==> src/rtl/shreg_pkg.sv <==
// rtl/shreg_pkg.sv - mode encodings and fill-count sizing for the universal shift register
package shreg_pkg;

  localparam logic [1:0] MODE_HOLD = 2'b00;
  localparam logic [1:0] MODE_SHR  = 2'b01;
  localparam logic [1:0] MODE_SHL  = 2'b10;
  localparam logic [1:0] MODE_LOAD = 2'b11;

  // Counter must represent 0..depth inclusive.
  function automatic int fill_w(input int depth);
    return $clog2(depth + 1);
  endfunction

endpackage

==> src/rtl/shreg_stage.sv <==
// rtl/shreg_stage.sv - one lane-wide stage register with sync reset and enable
module shreg_stage #(
  parameter int WIDTH = 1
) (
  input  logic             clk,
  input  logic             rst,
  input  logic             en,
  input  logic [WIDTH-1:0] d,
  output logic [WIDTH-1:0] q
);

  always_ff @(posedge clk) begin
    if (rst) begin
      q <= '0;
    end else if (en) begin
      q <= d;
    end
  end

endmodule

==> src/rtl/shreg_univ.sv <==
// rtl/shreg_univ.sv - universal hold/shift/load register with fill tracking; SHREG_ROTATE_EN enables rotate
module shreg_univ
  import shreg_pkg::*;
#(
  parameter int WIDTH = 1,
  parameter int DEPTH = 4
) (
  input  logic                   clk,
  input  logic                   rst,
  input  logic                   en,
  input  logic [1:0]             mode,
  input  logic [WIDTH-1:0]       sin_r,
  input  logic [WIDTH-1:0]       sin_l,
  input  logic                   rot,
  input  logic [DEPTH*WIDTH-1:0] pin,
  output logic [WIDTH-1:0]       sout_r,
  output logic [WIDTH-1:0]       sout_l,
  output logic [DEPTH*WIDTH-1:0] pout,
  output logic                   sout_valid
);

  localparam int FW = fill_w(DEPTH);
  localparam logic [FW-1:0] FULL = FW'(DEPTH);

  logic          rot_eff;
  logic          stage_en;
  logic          shifting;
  logic [FW-1:0] fill_cnt;
  logic [FW-1:0] fill_nxt;

`ifdef SHREG_ROTATE_EN
  assign rot_eff = rot;
`else
  logic unused_rot;
  assign unused_rot = rot;
  assign rot_eff    = 1'b0;
`endif

  assign stage_en = en && (mode != MODE_HOLD);
  assign shifting = (mode == MODE_SHR) || (mode == MODE_SHL);

  for (genvar k = 0; k < DEPTH; k++) begin : g_stage
    logic [WIDTH-1:0] from_r;
    logic [WIDTH-1:0] from_l;
    logic [WIDTH-1:0] d;

    // End stages take the serial input, or the opposite end stage when rotating.
    if (k == 0) begin : g_r_end
      assign from_r = rot_eff ? pout[(DEPTH-1)*WIDTH +: WIDTH] : sin_r;
    end else begin : g_r_mid
      assign from_r = pout[(k-1)*WIDTH +: WIDTH];
    end

    if (k == DEPTH-1) begin : g_l_end
      assign from_l = rot_eff ? pout[0 +: WIDTH] : sin_l;
    end else begin : g_l_mid
      assign from_l = pout[(k+1)*WIDTH +: WIDTH];
    end

    always_comb begin
      d = pout[k*WIDTH +: WIDTH];
      case (mode)
        MODE_SHR:  d = from_r;
        MODE_SHL:  d = from_l;
        MODE_LOAD: d = pin[k*WIDTH +: WIDTH];
        default:   d = pout[k*WIDTH +: WIDTH];
      endcase
    end

    shreg_stage #(.WIDTH(WIDTH)) u_stage (
      .clk (clk),
      .rst (rst),
      .en  (stage_en),
      .d   (d),
      .q   (pout[k*WIDTH +: WIDTH])
    );
  end

  assign sout_r = pout[(DEPTH-1)*WIDTH +: WIDTH];
  assign sout_l = pout[0 +: WIDTH];

  // Rotation recirculates existing data, so it adds nothing fresh.
  always_comb begin
    fill_nxt = fill_cnt;
    if (mode == MODE_LOAD) begin
      fill_nxt = FULL;
    end else if (shifting && !rot_eff && fill_cnt != FULL) begin
      fill_nxt = fill_cnt + 1'b1;
    end
  end

  always_ff @(posedge clk) begin
    if (rst) begin
      fill_cnt   <= '0;
      sout_valid <= 1'b0;
    end else if (en) begin
      fill_cnt   <= fill_nxt;
      sout_valid <= (fill_nxt == FULL);
    end
  end

endmodule
==> config.mk <==
export PLATFORM = sky130hd
export DESIGN_NAME = shreg_univ
export DESIGN_NICKNAME = d
export VERILOG_FILES = /design/src/rtl/shreg_pkg.sv /design/src/rtl/shreg_stage.sv /design/src/rtl/shreg_univ.sv
export SDC_FILE = /design/constraint.sdc
export NUM_CORES = 1
export LEC_CHECK = 0
export ABC_AREA = 1
export CAP_MARGIN = 30
export CELL_PAD_IN_SITES_DETAIL_PLACEMENT = 0
export CELL_PAD_IN_SITES_GLOBAL_PLACEMENT = 1
export CORE_MARGIN = 4
export CORE_UTILIZATION = 31
export CTS_BUF_LIST = sky130_fd_sc_hd__clkbuf_8
export DETAILED_ROUTE_END_ITERATION = 7
export PLACE_DENSITY_LB_ADDON = 0.1
export SYNTH_ARGS = -nofsm -noshare
export SYNTH_HDL_FRONTEND = slang
export SYNTH_SLANG_ARGS = --single-unit
==> constraint.sdc <==
create_clock -name clk -period 1.55 [get_ports clk]
set_input_delay 0.31 -clock clk [delete_from_list [all_inputs] [get_ports clk]]
set_output_delay 0.31 -clock clk [all_outputs]
set_load 0.01 [all_outputs]
Word level (Yosys, flattened, before mapping)
Index checks and enable logic that the tools add are counted.
Operators by class
  add/subtract/negate cells: 1
  shifts and indexed selects: 0
  bitwise operators: 0
  eq/ne operators: 5
  mux-type cells: 6
  order comparisons: 0
  divide/modulo/power cells: 0
  multipliers: 0
  reduce and logical (&&, ||, !) cells: 6
Operators by type and width (number)
  $pmux 1 s3: 4
  $mux 3: 2
  $eq 2x2->1 const B: 2
  $add 3x1->3 const B: 1
  $eq 3x3->1 const B: 1
  $ne 3x3->1 const B: 1
  $reduce_bool 3->1: 1
  $eq 2x1->1 const B: 1
  $logic_and 1x1->1: 2
  $reduce_and 2->1: 1
  $reduce_bool 2->1: 1
  $logic_or 1x1->1: 1
Storage, ports and cells
  bits of input ports: 12
  memories kept: 0
  flip-flop bits (word level): 8
  logic and storage cells: 24
  RAM bits: 0
  memory bits (read-only): 0
  latch bits: 0

Depth between registers and ports, before layout
  word-level depth: 6
  gate-level depth with buffers: 10
  gate-level depth less buffers: 10

Modules after synthesis
A second synthesis with hierarchy kept.
Unflattened totals
  cells, all modules: 95
  area, all modules: 624.3 µm²
Modules (own cells, without submodules)
  shreg_univ: area an instance 444.2 µm², cells an instance 67, instances 1
  shreg_stage: area an instance 45.0 µm², cells an instance 7, instances 4

Least setup slack after synthesis
Ideal clock, no wire load.
  path type: input port to flip-flop
  from: input mode[0]
  to: register sout_valid
  arrival: 1.077 ns
  path slack: 0.361 ns
  buffers on the path: 0
  library setup time: 0.111 ns
  stages on the path: 9
  cells stage by stage: inv_1 > ha_1 > nand2_1 > nand2_1 > nand3_1 > nand2_1 > nor2_1 > nor2_1 > nor2_1
On the way
  longest elaborated chain between the ends: 6
  elaborated cells on any way between the ends: 8
  those cells by class: eq/ne (4); mux (2); reduce/logical (2)
RTL lines
  start, declared: line shreg_univ.sv:11  | input logic [1:0] mode,
  $eq 2x1->1 / $eq 2x2->1 (equally long branches): line shreg_univ.sv:40  | assign shifting = (mode == MODE_SHR) || (mode == MODE_SHL);
  $logic_or 1x1->1: line shreg_univ.sv:40
  $logic_and 1x1->1: line shreg_univ.sv:87  | end else if (shifting && !rot_eff && fill_cnt != FULL) begin
  $mux 3: line shreg_univ.sv:87
  $mux 3 *: line shreg_univ.sv:85  | if (mode == MODE_LOAD) begin
  $eq 3x3->1 *: line shreg_univ.sv:98  | sout_valid <= (fill_nxt == FULL);
  end signal, assigned: line shreg_univ.sv:98
  end, declared: line shreg_univ.sv:19  | output logic sout_valid
Mark *: on every way between the ends. The rest lies on a longest branch, timed or not.
A chain may end at the register's enable or synchronous reset.

Worst setup path in the final report
  from: register g_stage[0].u_stage.q
  to: output sout_l
RTL lines
  start, declared: line shreg_stage.sv:9  | output logic [WIDTH-1:0] q
  start signal, assigned: line shreg_stage.sv:14  | q <= '0;
  start signal, assigned: line shreg_stage.sv:16  | q <= d;
  end, declared: line shreg_univ.sv:17  | output logic [WIDTH-1:0] sout_l,
No word-level cell between the ends.

==> results by group <==
Yosys
  – Synth warn: 0
  – Register area share after synthesis: 30.4%
  – Post-Syn Nets: 91
  – Avg Inst Size Synth: 7.12 sq um
  – Netlist cell types: 16
  – Cells after synthesis: 74
  – Post-Syn Area: 527 sq um
  – Seq cells post-synth: 8

Drt
  – DR vias: 558
  – Drt first pass iters: 4
  – Routed Antenna Nets: 0
  – WL/cell: 10.7 um
  – Routed vias/inst: 4.73
  – Post-route DRC violation count: 0
  – Final wirelength: 1.26 mm
  – Initial DRC count: 13

Clock tree
  – CTS Buf Count: 3
  – CTS HTree Levels: 1
  – TritonCTS clock tree: built
  – Post-CTS Hold Fix Bufs: 0
  – Deepest clock path buffer count: 2
  – Clk sinks: 8
  – Post-CTS Repair Setup Buffers: 0
  – Worst-Skew Late Latency: 230 ps
  – Reg clk slew, reported paths: 40 ps
  – Clk root buf: clkbuf_8

Critical path
  – Gate family responsible for the most delay along the worst path: buffers and inverters
  – CP endpoint kind: output pin
  – CP Launch Type: register
  – R2r worst-path depth: 10
  – Required time worst endpoint: 1240 ps
  – Reg2reg start: fill_cnt[0]$_SDFFE_PP0P_
  – Slowest cell delay on critical path: 560 ps
  – Slowest-stage cell, CP: clkdlybuf4s50_1
  – Crit-path cells: clkdlybuf4s50_1
  – Worst path bufs/invs: 1
  – Worst Path Arrival: 1150 ps
  – Reg2reg setup slack: 230 ps
  – Setup CP Type: register to output pin
  – RR Endpoint: sout_valid$_SDFFE_PP0P_
  – Crit path max fanout: 4

Timing
  – Tmin final: 1460 ps
  – Worst-Margin Slew: 187 ps
  – Min Hold Slack: 496 ps
  – Slew HR: 87.5%
  – Final setup viols: 0
  – Max-slew violations: 0
  – Hold Violations, Final: 0
  – Skew final: 1.87 ps
  – Max Clk Rate: 0.686 GHz
  – Tcrit/Tclk final: 94.1%
  – RSZ-0062 raised after global routing: no

Min path
  – Hold path start: g_stage[3].u_stage.q$_SDFFE_PP0P_
  – Hold depth: 2
  – Endpoint, Worst Hold: g_stage[2].u_stage.q$_SDFFE_PP0P_
  – Worst Hold Class: register to register

Floorplan
  – Die width: 49.2 um
  – Core box area: 1560 sq um
  – Die ar.: 2420 sq um
  – Die Span Y: 49.2 um
  – Starting Density: 33.8%
  – Cell Rows: 14
  – IO Pins: 19

GRT
  – All-layer global routing usage: 11.5%
  – Largest net degree at the start of global routing: 7
  – Gr ovfl total: 0
  – Initial antenna violation count: 0
  – Number of global-route vias before repair: 478
  – First-pass GRT wire length: 2.10 mm

Run
  – Max_cap viols: 0

Final layout
  – Layout cells sized above 1: 26.5%
  – P&R area growth vs syn: 61.5%
  – Most frequent cells in the layout: clkdlybuf4s50_1 (15), buf_4 (12), nand2_1 (10)
  – Fin nets: 121
  – Fin area: 851 sq um
  – Diode count: 0
  – Most common cell after layout, fill and taps aside: clkdlybuf4s50_1

Placement
  – RD Place Congestion: 0.769
  – IO buf count: 17
  – DPL Wire Length: 992 um
  – DP Area: 777 sq um

Pwr
  – Lkg Pwr: 0.384 nW
  – Maximum VDD drop: 0.405 mV
  – PwrDens: 813 nW/um^2

Status
  – Outcome: finished, final reports clean
registers in the layout, indices dropped and copies added (netlist names):
name               flops
fill_cnt               3
g_stage.u_stage.q      4
sout_valid             1
per-stage QoR:
stage / setup WS [ps] / utilization [%] / TNS [ps] / cells / total power, W
after floorplan: 361 / - / 0 / 74 / 0.000338
after global placement: -237 / 49.8 / -1200 / 115 / 0.000431
after detailed placement: -241 / 49.8 / -1260 / 115 / 0.000432
after CTS: 60.8 / 53.3 / 0 / 118 / 0.000703
after global routing: 41.1 / 54.6 / 0 / 118 / 0.000742
final: 91.6 / 54.6 / 0 / 118 / 0.000692
how the worst max path moves through the flow:
stage,from,endpoint,cells after the start
5_1_grt,g_stage[0].u_stage.q$_SDFFE_PP0P_,sout_l,1
2_1_floorplan,mode[0],sout_valid$_SDFFE_PP0P_,9
3_3_place_gp,mode[0],sout_valid$_SDFFE_PP0P_,10
6_report,g_stage[0].u_stage.q$_SDFFE_PP0P_,sout_l,1
3_5_place_dp,mode[0],sout_valid$_SDFFE_PP0P_,10
4_1_cts,mode[0],sout_valid$_SDFFE_PP0P_,9
tightest hold or removal path: stages (launching register included):
cell and delay (ps):
dfxtp_1 320, nand2_1 60, a31oi_1 70
what timing repair did:
action	in CTS	in global routing
setup endpoints to repair	1	4
hold endpoints to repair	0	0
pin swaps	0	1
gates resized for setup	1	7
synthesized netlist by cell type:
library cell	count	share of area (%)
o21ai_0	2	1.9
o21ai_1	4	3.8
nand2_1	11	7.8
buf_4	4	5.7
dfxtp_1	8	30
inv_1	8	5.7
ha_1	5	12
nand2_2	2	2.4
nor2_4	1	2.1
nor2_1	4	2.8
a31oi_1	4	4.7
nand3_2	1	1.9
a21oi_1	8	7.6
nand3b_1	1	1.4
inv_2	3	2.1
nand3_1	8	7.6
where the power goes:
group | switching (W) | leakage [nW] | internal (W)
registers | 0.0000151 | 0.0660 | 0.000223
logic | 0.0000865 | 0.296 | 0.000113
clock network | 0.0000854 | 0.0216 | 0.000169
layer usage:
metal  vias to the layer above  routed length [um]  track usage [%]
met5                         -                   0                0
met4                         0                  12             4.27
met3                         2                  78             5.50
met2                        16                 500             15.8
met1                       240                 672             15.1
li1                        300                   -                -
area by class of cell:
class / count / area, sq um
Fill cell: 153 / 708
Sequential cell: 8 / 160
Clock buffer: 3 / 41.3
Inverter: 11 / 41.3
Timing Repair Buffer: 29 / 265
Tap cell: 16 / 20.0
Multi-Input combinational cell: 51 / 323
cell families after synthesis:
logic type	Yosys count	synth area share, %
flip-flops	8	30.4
adder cells (fa/ha/maj)	5	11.9
AND/OR/NAND/NOR	28	26.1
buffers and inverters	15	13.5
AO/OA/AOI/OAI	18	18.1
(Power assumes the default switching activity.)
